$ cat src/rtl/uart_arb_pkg.sv
// rtl/uart_arb_pkg.sv - shared FSM state type and default parameters for the UART TX arbiter
package uart_arb_pkg;

  typedef enum logic [1:0] {
    IDLE  = 2'd0,
    START = 2'd1,
    WAIT  = 2'd2
  } arb_state_e;

  localparam int NUM_REQ_DEF    = 4;
  localparam int DATA_WIDTH_DEF = 8;
  localparam int MAX_BURST_DEF  = 4;
  localparam int TIMEOUT_DEF    = 2048;

endpackage

$ cat src/rtl/rr_picker.sv
// rtl/rr_picker.sv - combinational round-robin select: first valid index strictly after ptr, wrapping
module rr_picker #(
  parameter int NUM_REQ = 4
) (
  input  logic [NUM_REQ-1:0]         valid,
  input  logic [$clog2(NUM_REQ)-1:0] ptr,
  output logic                       any,
  output logic [$clog2(NUM_REQ)-1:0] idx
);

  localparam int IW = $clog2(NUM_REQ);

  int            cand;
  logic [IW-1:0] cand_idx;
  logic          found;

  // NUM_REQ need not be a power of two, so the wrap is a compare-and-subtract
  always_comb begin
    any      = |valid;
    idx      = '0;
    found    = 1'b0;
    cand     = 0;
    cand_idx = '0;
    for (int k = 1; k <= NUM_REQ; k++) begin
      cand = int'(ptr) + k;
      if (cand >= NUM_REQ) cand = cand - NUM_REQ;
      cand_idx = IW'(cand);
      if (!found && valid[cand_idx]) begin
        found = 1'b1;
        idx   = cand_idx;
      end
    end
  end

endmodule

$ cat src/rtl/uart_tx_arbiter.sv
// rtl/uart_tx_arbiter.sv - round-robin, burst-limited scheduler sharing one uart_tx between requesters
module uart_tx_arbiter
  import uart_arb_pkg::*;
#(
  parameter int NUM_REQ        = NUM_REQ_DEF,
  parameter int DATA_WIDTH     = DATA_WIDTH_DEF,
  parameter int MAX_BURST      = MAX_BURST_DEF,
  parameter int TIMEOUT_CYCLES = TIMEOUT_DEF
) (
  input  logic                          clk,
  input  logic                          reset,
  input  logic [NUM_REQ-1:0]            req_valid,
  input  logic [NUM_REQ*DATA_WIDTH-1:0] req_data,
  output logic [NUM_REQ-1:0]            req_ready,
  output logic                          tx_start,
  output logic [DATA_WIDTH-1:0]         tx_data,
  input  logic                          tx_done,
  output logic [$clog2(NUM_REQ)-1:0]    grant_id,
  output logic                          busy,
  output logic                          timeout_err
);

  localparam int GW = $clog2(NUM_REQ);
  localparam int BW = $clog2(MAX_BURST + 1);
  localparam int WW = $clog2(TIMEOUT_CYCLES);
  localparam logic [BW-1:0] BURST_MAX = BW'(MAX_BURST);
  localparam logic [WW-1:0] WD_LAST   = WW'(TIMEOUT_CYCLES - 1);
  localparam logic [GW-1:0] PTR_RESET = GW'(NUM_REQ - 1);

  arb_state_e            state_q, state_d;
  logic [GW-1:0]         rr_ptr_q, rr_ptr_d;
  logic [GW-1:0]         grant_id_q, grant_id_d;
  logic [BW-1:0]         burst_cnt_q, burst_cnt_d;
  logic [WW-1:0]         wd_cnt_q, wd_cnt_d;
  logic [DATA_WIDTH-1:0] tx_data_q, tx_data_d;

  logic [DATA_WIDTH-1:0] req_bytes [NUM_REQ];
  logic [GW-1:0]         pick_idx, winner;
  logic                  pick_any, cont;
  logic [NUM_REQ-1:0]    ready_c;
  logic                  timeout_c;

  for (genvar i = 0; i < NUM_REQ; i++) begin : g_bytes
    assign req_bytes[i] = req_data[i*DATA_WIDTH +: DATA_WIDTH];
  end

  rr_picker #(.NUM_REQ(NUM_REQ)) u_picker (
    .valid (req_valid),
    .ptr   (rr_ptr_q),
    .any   (pick_any),
    .idx   (pick_idx)
  );

  always_comb begin
    state_d     = state_q;
    rr_ptr_d    = rr_ptr_q;
    grant_id_d  = grant_id_q;
    burst_cnt_d = burst_cnt_q;
    wd_cnt_d    = wd_cnt_q;
    tx_data_d   = tx_data_q;
    ready_c     = '0;
    timeout_c   = 1'b0;
    // burst_cnt of zero means no live burst (after reset, timeout or a dropped valid)
    cont   = (burst_cnt_q != '0) && (burst_cnt_q < BURST_MAX) && req_valid[grant_id_q];
    winner = cont ? grant_id_q : pick_idx;

    unique case (state_q)
      IDLE: begin
        if (!req_valid[grant_id_q]) burst_cnt_d = '0;
        if (pick_any) begin
          ready_c[winner] = 1'b1;
          tx_data_d       = req_bytes[winner];
          grant_id_d      = winner;
          rr_ptr_d        = winner;
          burst_cnt_d     = cont ? burst_cnt_q + BW'(1) : BW'(1);
          state_d         = START;
        end
      end
      START: begin
        wd_cnt_d = '0;
        state_d  = WAIT;
      end
      WAIT: begin
        if (tx_done) begin
          state_d = IDLE;
        end else if (wd_cnt_q == WD_LAST) begin
          timeout_c   = 1'b1;
          burst_cnt_d = '0;
          state_d     = IDLE;
        end else begin
          wd_cnt_d = wd_cnt_q + WW'(1);
        end
      end
      default: state_d = IDLE;
    endcase
  end

  always_ff @(posedge clk) begin
    if (reset) begin
      state_q     <= IDLE;
      rr_ptr_q    <= PTR_RESET;
      grant_id_q  <= '0;
      burst_cnt_q <= '0;
      wd_cnt_q    <= '0;
      tx_data_q   <= '0;
    end else begin
      state_q     <= state_d;
      rr_ptr_q    <= rr_ptr_d;
      grant_id_q  <= grant_id_d;
      burst_cnt_q <= burst_cnt_d;
      wd_cnt_q    <= wd_cnt_d;
      tx_data_q   <= tx_data_d;
    end
  end

  // strobes are forced low while reset is held so nothing is accepted or started
  assign req_ready   = reset ? '0 : ready_c;
  assign tx_start    = !reset && (state_q == START);
  assign timeout_err = !reset && timeout_c;
  assign busy        = (state_q != IDLE);
  assign tx_data     = tx_data_q;
  assign grant_id    = grant_id_q;

endmodule
$ cat config.mk
export PLATFORM = sky130hd
export DESIGN_NAME = uart_tx_arbiter
export DESIGN_NICKNAME = d
export VERILOG_FILES = /design/src/rtl/uart_arb_pkg.sv /design/src/rtl/rr_picker.sv /design/src/rtl/uart_tx_arbiter.sv
export SDC_FILE = /design/constraint.sdc
export NUM_CORES = 1
export LEC_CHECK = 0
export CAP_MARGIN = 10
export CORE_UTILIZATION = 41
export DETAILED_ROUTE_END_ITERATION = 8
export PLACE_DENSITY = 0.74
export SKIP_CTS_REPAIR_TIMING = 1
export SYNTH_ARGS = -nofsm -noshare
export SYNTH_HDL_FRONTEND = slang
export SYNTH_SLANG_ARGS = --single-unit
export TNS_END_PERCENT = 30
$ cat constraint.sdc
create_clock -name clk -period 2.2 [get_ports clk]
set_input_delay 0.44 -clock clk [delete_from_list [all_inputs] [get_ports clk]]
set_output_delay 0.44 -clock clk [all_outputs]
set_load 0.01 [all_outputs]
==> impl_metrics.tcl <==
set metrics [dict create \
    ys_types 46 \
    antenna_found_initial 0 \
    synth_area_leader_cell "dfxtp_1" \
    ys_top_cells_by_area "dfxtp_1, mux2i_1, nand2_1, nor2_1, a222oi_1" \
    rrSetupSlack_ps 10 \
    multi_input_area_sq_mm 0.00117 \
    final.min_clock_period_ps 2380 \
    place.port_buffers 55 \
    yosys_warnings 0 \
    violations "setup timing" \
    fmax_mhz 420 \
    drv_cap 0 \
    slew_violations 0 \
    grt_pass1_vias 1721 \
    die_x_um 66.3 \
    wl_per_cell_um 13.3 \
    stdcell_count 360 \
    final_cell_mix "buf_4, clkdlybuf4s50_1, nand2_1, nor2_1, dfxtp_1" \
    clk_pin_slew_ps 90 \
    grt_pass1_wl_um 7520 \
    p_per_area_mw_per_mm2 616 \
    ant_nets 0 \
    ff2ff_path_depth 10 \
    outcome "finished with violations" \
    synth_edf_count 0 \
    path_class "register to output port" \
    r2r_start "burst_cnt_q[0]" \
    dieArea_sq_mm 0.00440 \
    arrival_ps 1940 \
    first_iter_violations 119 \
    hold_start "wd_cnt_q[7]" \
    core_area_sq_mm 0.00400 \
    dp_hpwl_um 3630 \
    grt_max_degree 20 \
    n_fill_cell 312 \
    placed_cells 354 \
    final_common_cell "buf_4" \
    start_util 0.424 \
    cts-buffers-inserted 3 \
    syn_inst 210 \
    ctsRootBufferMaster "clkbuf_8" \
    grt_util_all_layers 0.222 \
    seq_area_sq_um 564 \
    netlist.area_leader.share 0.330 \
    vias 1879 \
    area_delta_synth_final_pct 65.3 \
    cp_max_fo 3 \
    avgSynthCellArea_sq_um 8.08 \
    rsz0062_at_grt "yes" \
    fp.dieH_um 66.3 \
    clk-insertion-delay-late_ps 270 \
    ys_async_sr_fraction 0 \
    rows 23 \
    routed_wl_um 4770 \
    cts_buffer_depth 2 \
    whs_path_depth 1 \
    power_leakage_uw 0.00123 \
    hold_viol 0 \
    maxSlewHeadroom 0.594 \
    dominantRegCellSynth "dfxtp_1" \
    required_ps 1760 \
    tightest_slew_ps 607 \
    cp-start-kind "register" \
    htreeDepth 1 \
    syn_area_sq_mm 0.00170 \
    end_kind "output port" \
    num_antenna_cells 0 \
    overflow 0 \
    cts_tree "yes" \
    cts.sinks 28 \
    vdd_drop_max_v 0.000551 \
    ys_seq_elements 28 \
    holdPathEnd "wd_cnt_q[7]" \
    ioPinCount 56 \
    synth.yosys.seq_area_share 0.330 \
    final_nets 353 \
    drive_gt1_frac 0.297 \
    place.gp.congestion 0.827 \
    setup_violations 5 \
    finalWorstSetupSlack_ps -180 \
    r2r_end "tx_data[7]" \
    hold_path.class "register to register" \
    final.setup_skew_ps 2.18 \
    setup_tns_ps -642 \
    drtPass1Iterations 5 \
    syn_nets 252 \
    via_per_inst 5.22 \
    drc 0 \
    fin_crit_sh 1.08 \
]
[logic make-up after synthesis]
| family | Yosys count | synth area share |
|---|---|---|
| xor gates and xnor gates | 3 | 0.0155 |
| buffers and inverters | 13 | 0.0420 |
| muxes | 14 | 0.0863 |
| and+or+nand+nor | 100 | 0.294 |
| DFF | 28 | 0.330 |
| adders and majority gates | 3 | 0.0221 |
| AOI/OAI and AO/OA | 49 | 0.210 |
[state kept, by name, summed over array words and instances, names as in the netlist]
signal,flops
burst_cnt_q,3
state_q,2
wd_cnt_q,11
tx_data,8
grant_id,2
rr_ptr_q,2
[synth_stat cells (all sizes together), types with 2 or more instances]
| library cell | number |
|---|---|
| nor2 | 34 |
| nand2 | 31 |
| dfxtp | 28 |
| a21oi | 16 |
| mux2i | 12 |
| o21ai | 11 |
| a222oi | 8 |
| buf | 7 |
| and3 | 6 |
| a211oi | 5 |
| or2 | 5 |
| inv | 4 |
| nand2b | 4 |
| nand3 | 4 |
| ha | 3 |
| nor2b | 3 |
| nor3 | 3 |
| nor3b | 3 |
| xor2 | 3 |
| clkbuf | 2 |
| mux2 | 2 |
| nor4 | 2 |
[critical path, stage by stage (launching register included)]
cell	delay [ps]
dfxtp_2	340
inv_2	50
ha_4	150
or3_4	380
o2bb2ai_4	160
buf_6	120
nand2_4	50
and3_4	170
and2_4	130
buf_6	110
[final cells by class]
cell class / count / share of cell area
well taps: 50 / 0.0223
clock buffers: 4 / 0.0196
flip-flops and latches: 28 / 0.201
inverters: 4 / 0.00535
multi-input cells: 169 / 0.418
repair buffers: 105 / 0.334
[worst max-delay path by stage]
stage	endpoint	slack, ps	start
2_1_floorplan	req_ready[3]	10	burst_cnt_q[0]
3_3_place_gp	req_ready[3]	-780	req_valid[3]
3_5_place_dp	req_ready[3]	-790	req_valid[3]
4_1_cts	req_ready[3]	-840	burst_cnt_q[0]
5_1_grt	req_ready[3]	-280	burst_cnt_q[1]
6_report	req_ready[2]	-180	burst_cnt_q[0]
[metrics by stage]
stage	instance area (sq um)	util	setup slack, ps	power [uW]	hold WS (ps)
global placement	2610	0.653	-783	1330	459
finish	2810	0.701	-180	1730	501
global route	2810	0.701	-278	1830	515
detailed placement	2610	0.653	-786	1340	475
floorplan	1700	-	10.9	957	444
CTS	2670	0.667	-842	1670	489
[report_power, final]
group          internal [uW]  total [uW]  switching [uW]  leakage (uW)
Combinational            450         797             347      0.000973
Clock                    160         316             156     0.0000288
Sequential               568         615            47.2      0.000230
[layer usage]
layer / global-route usage / share of wire
met1: 0.284 / 0.46
met2: 0.372 / 0.49
met3: 0.0345 / 0.029
met4: 0.0798 / 0.022
met5: 0 / 0
Note: power is estimated with default switching activity, not from simulation.
